$ cat src/rtl/level_controller.sv
// rtl/level_controller.sv - game-flow state machine tracking lives, level and palette
//
// Purpose: sequences the game through IDLE, PLAY, HIT (collision penalty pause),
// LVLUP (level-transition pause), OVER and WON. All game events are evaluated
// once per video frame, on a one-cycle pulse derived from the frame_clk rising edge.
//
// Ports:
//   Clk                  system clock
//   Reset                synchronous, active-high reset
//   frame_clk            vertical-sync level, synchronous to Clk
//   collision            player/obstacle overlap flag
//   finish_line_reached  player-at-finish flag
//   start                start/restart request, level-sensitive
//   current_level        active level index
//   foreground           obstacle palette code
//   background           playfield palette code
//   reset_player         holds the ball at its start position while high
//   lives                remaining lives
//   game_over            high only in OVER
//   game_won             high only in WON

module level_controller #(
  parameter int LIVES_INIT = 3,
  parameter int NUM_LEVELS = 3,
  parameter int HIT_FRAMES = 30,
  parameter int LVL_FRAMES = 60
) (
  input  logic       Clk,
  input  logic       Reset,
  input  logic       frame_clk,
  input  logic       collision,
  input  logic       finish_line_reached,
  input  logic       start,
  output logic [1:0] current_level,
  output logic [3:0] foreground,
  output logic [3:0] background,
  output logic       reset_player,
  output logic [1:0] lives,
  output logic       game_over,
  output logic       game_won
);

  typedef enum logic [2:0] {
    IDLE  = 3'd0,
    PLAY  = 3'd1,
    HIT   = 3'd2,
    LVLUP = 3'd3,
    OVER  = 3'd4,
    WON   = 3'd5
  } state_t;

  localparam logic [6:0] HIT_LAST   = 7'(HIT_FRAMES - 1);
  localparam logic [6:0] LVL_LAST   = 7'(LVL_FRAMES - 1);
  localparam logic [1:0] LAST_LEVEL = 2'(NUM_LEVELS - 1);
  localparam logic [1:0] LIVES_RST  = 2'(LIVES_INIT);

  state_t     state, state_d;
  logic       frame_clk_q;
  logic       frame_tick;
  logic [6:0] frame_cnt, frame_cnt_d;
  logic [1:0] level_d, lives_d;
  logic [3:0] palette_d;
  logic       reset_player_d, game_over_d, game_won_d;

  // Frame edge detector. The delayed sample keeps tracking frame_clk during
  // reset, so a frame_clk already high when reset releases is not mistaken
  // for a fresh rising edge; only the tick pulse itself is forced low.
  always_ff @(posedge Clk) begin
    frame_clk_q <= frame_clk;
    if (Reset) begin
      frame_tick <= 1'b0;
    end else begin
      frame_tick <= frame_clk & ~frame_clk_q;
    end
  end

  // State, counter and registered outputs.
  always_ff @(posedge Clk) begin
    if (Reset) begin
      state         <= IDLE;
      frame_cnt     <= 7'd0;
      current_level <= 2'd0;
      lives         <= LIVES_RST;
      foreground    <= 4'd3;
      background    <= 4'd3;
      reset_player  <= 1'b1;
      game_over     <= 1'b0;
      game_won      <= 1'b0;
    end else begin
      state         <= state_d;
      frame_cnt     <= frame_cnt_d;
      current_level <= level_d;
      lives         <= lives_d;
      foreground    <= palette_d;
      background    <= palette_d;
      reset_player  <= reset_player_d;
      game_over     <= game_over_d;
      game_won      <= game_won_d;
    end
  end

  // Next-state, lives, level and pause counter.
  always_comb begin
    state_d = state;
    level_d = current_level;
    lives_d = lives;
    if (frame_tick) begin
      case (state)
        IDLE: begin
          if (start) begin
            state_d = PLAY;
            lives_d = LIVES_RST;
            level_d = 2'd0;
          end
        end
        PLAY: begin
          // Collision wins over a finish seen on the same frame.
          if (collision) begin
            if (lives > 2'd1) begin
              state_d = HIT;
              lives_d = lives - 2'd1;
            end else begin
              state_d = OVER;
              lives_d = 2'd0;
            end
          end else if (finish_line_reached) begin
            if (current_level < LAST_LEVEL) begin
              state_d = LVLUP;
              level_d = current_level + 2'd1;
            end else begin
              state_d = WON;
            end
          end
        end
        HIT: begin
          if (frame_cnt == HIT_LAST) state_d = PLAY;
        end
        LVLUP: begin
          if (frame_cnt == LVL_LAST) state_d = PLAY;
        end
        OVER, WON: begin
          if (start) state_d = IDLE;
        end
        default: state_d = IDLE;
      endcase
    end

    // Counter restarts on any state change so each pause starts from zero.
    if (state_d != state) begin
      frame_cnt_d = 7'd0;
    end else if (frame_tick && (state == HIT || state == LVLUP)) begin
      frame_cnt_d = frame_cnt + 7'd1;
    end else begin
      frame_cnt_d = frame_cnt;
    end
  end

  // Output values computed from the upcoming state so they register alongside it.
  always_comb begin
    reset_player_d = (state_d != PLAY);
    game_over_d    = (state_d == OVER);
    game_won_d     = (state_d == WON);
    case (level_d)
      2'd0:    palette_d = 4'd3;
      2'd1:    palette_d = 4'd6;
      2'd2:    palette_d = 4'd10;
      default: palette_d = 4'd0;
    endcase
  end

endmodule

$ cat config.mk
export PLATFORM = sky130hd
export DESIGN_NAME = level_controller
export DESIGN_NICKNAME = d
export VERILOG_FILES = /design/src/rtl/level_controller.sv
export SDC_FILE = /design/constraint.sdc
export NUM_CORES = 1
export LEC_CHECK = 0
export CAP_MARGIN = 20
export CORE_ASPECT_RATIO = 1.1
export CORE_MARGIN = 2
export CORE_UTILIZATION = 55
export CTS_CLUSTER_DIAMETER = 150
export DETAILED_ROUTE_END_ITERATION = 10
export GPL_TIMING_DRIVEN = 0
export PLACE_DENSITY = 0.83
export SYNTH_ARGS = -nofsm -noshare
export SYNTH_HDL_FRONTEND = slang
export SYNTH_SLANG_ARGS = --single-unit
$ cat constraint.sdc
create_clock -name Clk -period 3.4 [get_ports Clk]
set_clock_uncertainty 0.05 [all_clocks]
set_input_delay 0.68 -clock Clk [delete_from_list [all_inputs] [get_ports Clk]]
set_output_delay 0.68 -clock Clk [all_outputs]
set_load 0.02 [all_outputs]
==> results.py, run 1 <==
metrics = {
    "route": {
        "dr_total_vias": 1043,
        "routedWlPerCell_microns": 14.3,
        "drc_errors": 0,
        "ant_nets": 0,
        "drt_iter0_drc": 19,
        "drtPass1Iterations": 5,
        "viasPerCell": 5.76,
        "wirelength_mm": 2.59,
    },
    "floorplan": {
        "rows": 17,
        "die-area_sq_mm": 0.00252,
        "pin_count": 21,
        "fp.dieW_microns": 48.1,
        "die_h_microns": 52.5,
        "core_sq_mm": 0.00202,
        "initial_core_util": 0.582,
    },
    "sta": {
        "fin_tns_setup_ns": 0,
        "final_hold_viol_count": 0,
        "drv_slew": 0,
        "setup_viol": 0,
        "fin_ws_ns": 0.975,
        "post-route-min-period_ns": 2.43,
        "worst_pin_slew_ns": 0.886,
        "max_freq_mhz": 412,
        "rsz0062_at_grt": "no",
        "period_share": 0.713,
        "slew_headroom": 0.404,
    },
    "synthesis": {
        "synthFlopType": "dfxtp_1",
        "synth_cell_types": 50,
        "yosysTopAreaCellShare": 0.391,
        "synthTopCellsByCount": "dfxtp_1, nor2_1, nor3_1",
        "yosys_warnings": 0,
        "synth_area_leaders": "dfxtp_1, nor3_1, nor2_1, ha_1, xnor2_1",
        "netlist_instances": 130,
        "netlist_area_sq_mm": 0.00118,
        "yosysSeqAreaShare": 0.391,
        "synth_edf_count": 0,
        "syn_nets": 139,
        "yosys.area.top_type": "dfxtp_1",
        "ys_ff_latch": 23,
        "synth_most_common_cell": "dfxtp_1",
        "async_flop_share": 0,
        "syn_avg_cell_area_sq_um": 9.05,
    },
    "clock_network": {
        "holdBufCountCts": 0,
        "cts_buffers": 3,
        "cts_tree": "done",
        "clock-sinks": 23,
        "post_cts_buffers": 0,
        "clockRootBuffer": "clkbuf_4",
        "clock_latency_ns": 0.32,
        "cts_resized": 0,
        "clockBufferDepth": 2,
        "clkTransAtPathRegs_ns": 0.13,
        "htreeDepth": 1,
    },
    "worst_setup_path": {
        "worstPathRequired_ns": 3.59,
        "regToRegSetupSlack_ns": 1.16,
        "end_kind": "flip-flop",
        "slowest_delay_ns": 0.59,
        "critPathKind": "input pin to flip-flop",
        "slowest_stage": "clkdlybuf4s50_1",
        "path_cells": "clkdlybuf4s50_1, nor4bb_1, a211o_1, a21o_1, a222oi_1, nor4b_2",
        "arrival_ns": 2.61,
        "critPathLaunchType": "input pin",
        "worstPathMaxFanout": 7,
    },
    "worst_hold_path": {
        "hold_path.class": "flip-flop to flip-flop",
    },
    "power_and_ir_drop": {
        "leakage_nw": 0.527,
        "max-vdd-ir-drop_mv": 0.268,
        "power_density_mw_per_mm2": 337,
    },
    "placement": {
        "dp_hpwl_mm": 1.87,
        "gp_congestion": 0.847,
        "pre_cts_slack_ns": 0.644,
        "numPortBuffers": 19,
    },
    "run": {
        "maxCapViolCount": 0,
    },
    "global_route": {
        "grt_pass1_vias": 974,
        "antenna_found_initial": 0,
        "track_usage": 0.227,
        "overflow": 0,
        "grt_max_degree": 14,
        "grt_pass1_wl_mm": 4.00,
    },
    "finish": {
        "nNetsFinal": 163,
        "areaGrowthSynthToFinish_pct": 21.5,
        "n_antenna_cell": 0,
        "drive_gt1_frac": 0.111,
    },
    "outcome": {
        "status": "finished clean",
    },
}
==> final cells by class <==
class,count,area (sq um)
buffer,11,73.8
clock buffer,3,22.5
clock inverter,1,5.00
fill,160,592
inverter,6,22.5
multi-input combinational,90,619
sequential,23,460
tap,28,35.0
timing repair buffer,19,190
==> worst max-delay path, delay by kind of cell <==
family | cells | cell delay (ns)
AOI/OAI and AO/OA | 3 | 0.95
and+or+nand+nor | 2 | 0.39
buffers and inverters | 1 | 0.59
==> per-layer routing <==
metal  vias up  GRT usage  share of wire
li1        512          -              -
met1       488      0.256           0.41
met2        34      0.389           0.52
met3         9     0.0414          0.044
met4         0      0.113          0.026
met5         -          0              0
==> layout by cell type (no fill, tap or decap), types with 3 or more instances in the layout <==
| cell | count |
|---|---|
| buf_4 | 4 |
| clkbuf_1 | 3 |
| clkbuf_4 | 3 |
| clkdlybuf4s50_1 | 19 |
| dfxtp_1 | 23 |
| ha_1 | 3 |
| inv_1 | 5 |
| nand2_1 | 9 |
| nor2_1 | 11 |
| nor2b_1 | 4 |
| nor3_1 | 10 |
| nor4_1 | 4 |
| o21ai_0 | 3 |
| xnor2_1 | 4 |
==> flip-flops by register name, summed over array words and instances, names as in the netlist <==
| register | cells |
|---|---|
| reset_player | 1 |
| lives | 2 |
| game_over | 1 |
| current_level | 2 |
| background | 4 |
| game_won | 1 |
| frame_cnt | 7 |
| state | 3 |
| frame_clk_q | 1 |
| frame_tick | 1 |
==> through the flow <==
stage | power, mW | area, sq um | hold WS, ns | std cells | utilization
after floorplan | 0.335 | 1180 | 0.322 | 130 | -
after global placement | 0.354 | 1400 | 0.328 | 177 | 0.693
after detailed placement | 0.357 | 1400 | 0.333 | 177 | 0.693
after CTS | 0.481 | 1430 | 0.354 | 181 | 0.707
after global routing | 0.498 | 1430 | 0.388 | 181 | 0.707
final | 0.481 | 1430 | 0.352 | 181 | 0.707
==> path summary, 6_finish.rpt <==
| check | startpoint | to | cells past startpoint |
|---|---|---|---|
| setup reg to reg | frame_cnt[0]$_SDFFE_PP0P_ | frame_cnt[1]$_SDFFE_PP0P_ | 6 |
| setup / recovery | start | game_over$_SDFF_PP0_ | 6 |
| hold / removal | frame_clk_q$_DFF_P_ | frame_tick$_SDFF_PP0_ | 1 |
| hold reg to reg | frame_clk_q$_DFF_P_ | frame_tick$_SDFF_PP0_ | 1 |
==> power breakdown <==
part           switching (mW)  internal, mW  total, mW  leakage [nW]
clock                  0.0836        0.0440      0.128        0.0177
sequential            0.00405         0.275      0.279         0.186
combinational          0.0421        0.0324     0.0746         0.323
==> cell families (layout without fill, tap and decap cells) <==
logic type,count (synthesis),in the layout,synth area share
compound gates,22,22,0.145
xor+xnor,6,6,0.0447
buf+inv,17,40,0.0819
mux,1,1,0.00851
simple gates,58,58,0.297
fa+ha+maj,3,3,0.0319
flops,23,23,0.391
Note: power is estimated with default switching activity, not from simulation.
==> run 2, diff against run 1 <==
--- a/config.mk
+++ b/config.mk
@@ -8,11 +8,11 @@
 export CAP_MARGIN = 20
 export CORE_ASPECT_RATIO = 1.1
 export CORE_MARGIN = 2
-export CORE_UTILIZATION = 55
+export CORE_UTILIZATION = 46
 export CTS_CLUSTER_DIAMETER = 150
 export DETAILED_ROUTE_END_ITERATION = 10
 export GPL_TIMING_DRIVEN = 0
-export PLACE_DENSITY = 0.83
+export PLACE_DENSITY = 0.74
 export SYNTH_ARGS = -nofsm -noshare
 export SYNTH_HDL_FRONTEND = slang
 export SYNTH_SLANG_ARGS = --single-unit
==> constraint.sdc (replaced) <==
create_clock -name Clk -period 2.2 [get_ports Clk]
set_clock_uncertainty 0.05 [all_clocks]
set_input_delay 0.44 -clock Clk [delete_from_list [all_inputs] [get_ports Clk]]
set_output_delay 0.44 -clock Clk [all_outputs]
set_load 0.02 [all_outputs]
==> results.py, run 2 (same netlist as run 1, synthesis figures left out) <==
metrics = {
    "outcome": {
        "status": "finished clean",
    },
    "clock_network": {
        "htreeDepth": 1,
        "cts_tree": "done",
        "clock-sinks": 23,
        "clock_latency_ns": 0.30,
        "clockRootBuffer": "clkbuf_4",
        "cts_buffers": 3,
        "clkTransAtPathRegs_ns": 0.13,
        "clockBufferDepth": 2,
    },
    "floorplan": {
        "fp.dieW_microns": 52.2,
        "core_sq_mm": 0.00247,
        "pin_count": 21,
        "initial_core_util": 0.476,
        "rows": 19,
        "die_h_microns": 57.0,
        "die-area_sq_mm": 0.00298,
    },
    "power_and_ir_drop": {
        "swShare": 0.262,
        "switching_power_mw": 0.194,
        "p_total_mw": 0.741,
        "max-vdd-ir-drop_mv": 0.376,
        "combinationalPowerShare": 0.163,
        "leakage_nw": 0.543,
        "p_clk_frac": 0.256,
        "seq_power_share": 0.582,
        "internal-power_mw": 0.547,
        "power_density_mw_per_mm2": 509,
    },
    "sta": {
        "post-route-min-period_ns": 2.06,
        "setup_viol": 0,
        "max_freq_mhz": 486,
        "final_hold_viol_count": 0,
        "worst_pin_slew_ns": 0.568,
        "rsz0062_at_grt": "no",
        "fin_ws_ns": 0.141,
        "period_share": 0.936,
        "hold-worst-slack_ns": 0.350,
        "slew_headroom": 0.619,
        "drv_slew": 0,
    },
    "worst_setup_path": {
        "worstPathRequired_ns": 2.34,
        "slowest_delay_ns": 0.48,
        "end_kind": "flip-flop",
        "worstPathMaxFanout": 5,
        "crit_family": "simple AND/OR/NAND/NOR gates",
        "path_cells": "inv_1, ha_1, nand4bb_1, nor3_1, nor4_1, a311o_1, or4b_1",
        "cp.buffers_inverters": 1,
        "crit_cells": 7,
        "arrival_ns": 2.20,
        "slowest_stage": "or4b_1",
        "critPathKind": "flip-flop to flip-flop",
        "critPathLaunchType": "flip-flop",
        "r2r_cells": 7,
    },
    "finish": {
        "top_register": "frame_cnt",
        "n_antenna_cell": 0,
        "layout_common_cells": "dfxtp_1, clkdlybuf4s50_1, nor2_1",
        "nNetsFinal": 164,
        "final_cell_area_sq_mm": 0.00146,
        "areaGrowthSynthToFinish_pct": 23.7,
        "reg_top3": "frame_cnt x7, background x4, state x3",
        "drive_gt1_frac": 0.136,
        "layout_commonest_cell": "dfxtp_1",
        "largest_reg_flops": 7,
    },
    "worst_hold_path": {
        "hold_path.class": "flip-flop to flip-flop",
        "min_path_cells": 1,
    },
    "placement": {
        "numPortBuffers": 19,
        "gp_congestion": 0.807,
        "pre_cts_slack_ns": -0.303,
        "dp_hpwl_mm": 1.89,
        "dpl_cell_area_sq_mm": 0.00141,
    },
    "global_route": {
        "grtUsageMet1": 0.235,
        "use_met2": 0.309,
        "grt_max_degree": 14,
        "antenna_found_initial": 0,
        "overflow": 0,
        "grt_pass1_wl_mm": 4.17,
        "track_usage": 0.181,
        "busiest_layer": "met2",
        "grt_pass1_vias": 959,
        "grt_use_met3": 0.0236,
    },
    "route": {
        "routedWlPerCell_microns": 13.4,
        "dr_total_vias": 1029,
        "wirelength_mm": 2.48,
        "drt_iter0_drc": 18,
        "drc_errors": 0,
        "drtPass1Iterations": 4,
        "ant_nets": 0,
        "viasPerCell": 5.56,
    },
    "run": {
        "maxCapViolCount": 0,
    },
}
-- run 2: worst register-to-register path, cell delays in order (launching register included) --
cell,delay [ns]
dfxtp_1,0.37
inv_1,0.07
ha_1,0.14
nand4bb_1,0.14
nor3_1,0.25
nor4_1,0.12
a311o_1,0.34
or4b_1,0.48
-- run 2: through the flow --
stage                      util  setup TNS (ns)  cells
final                     0.589               0    185
after CTS                 0.581               0    184
after global routing      0.589               0    185
after global placement    0.568           -1.98    180
after detailed placement  0.568           -2.62    180
after floorplan               -               0    130
-- run 2: final cells by class --
cell class | count | area, sq um
fill | 238 | 1020
tap | 31 | 38.8
clock inverter | 1 | 5.00
buffer | 11 | 73.8
sequential | 23 | 462
inverter | 6 | 22.5
clock buffer | 3 | 22.5
multi-input combinational | 90 | 631
timing repair buffer | 20 | 200
-- run 2: path summary, 6_finish.rpt --
check / slack, ns / start / end
setup / recovery: 0.14 / frame_cnt[1]$_SDFFE_PP0P_ / reset_player$_SDFF_PP1_
hold / removal: 0.35 / frame_clk_q$_DFF_P_ / frame_tick$_SDFF_PP0_
setup reg to reg: 0.14 / frame_cnt[1]$_SDFFE_PP0P_ / reset_player$_SDFF_PP1_
hold reg to reg: 0.35 / frame_clk_q$_DFF_P_ / frame_tick$_SDFF_PP0_
-- run 2: routing by layer --
layer	wire length, microns	vias to the layer above	part of all wire
li1	-	513	-
met1	1120	504	0.45
met2	1280	10	0.52
met3	56	2	0.023
met4	23	0	0.0093
met5	0	-	0
-- run 2: what timing repair did --
item | in CTS | in global routing
hold buffers | 0 | 0
gates resized for setup | 1 | 3
endpoints found under the setup margin | 1 | 9
pin swaps | 0 | 1
gates cloned | 0 | 0
setup buffers | 0 | 1
-- run 2: power groups by stage --
stage | combinational, mW | clock, mW | sequential (mW)
6_report | 0.120 | 0.190 | 0.431
2_1_floorplan | 0.0763 | 0 | 0.442
3_3_place_gp | 0.109 | 0 | 0.440
3_5_place_dp | 0.112 | 0 | 0.440
4_1_cts | 0.114 | 0.198 | 0.431
5_1_grt | 0.132 | 0.212 | 0.432
==> run 3, diff against run 2 <==
--- a/config.mk
+++ b/config.mk
@@ -9,7 +9,7 @@
 export CORE_ASPECT_RATIO = 1.1
 export CORE_MARGIN = 2
 export CORE_UTILIZATION = 46
-export CTS_CLUSTER_DIAMETER = 150
+export CTS_CLUSTER_DIAMETER = 60
 export DETAILED_ROUTE_END_ITERATION = 10
 export GPL_TIMING_DRIVEN = 0
 export PLACE_DENSITY = 0.74
==> results of run 3 <==
Same layout as run 2: the final DEF is identical, and so are final timing and power.
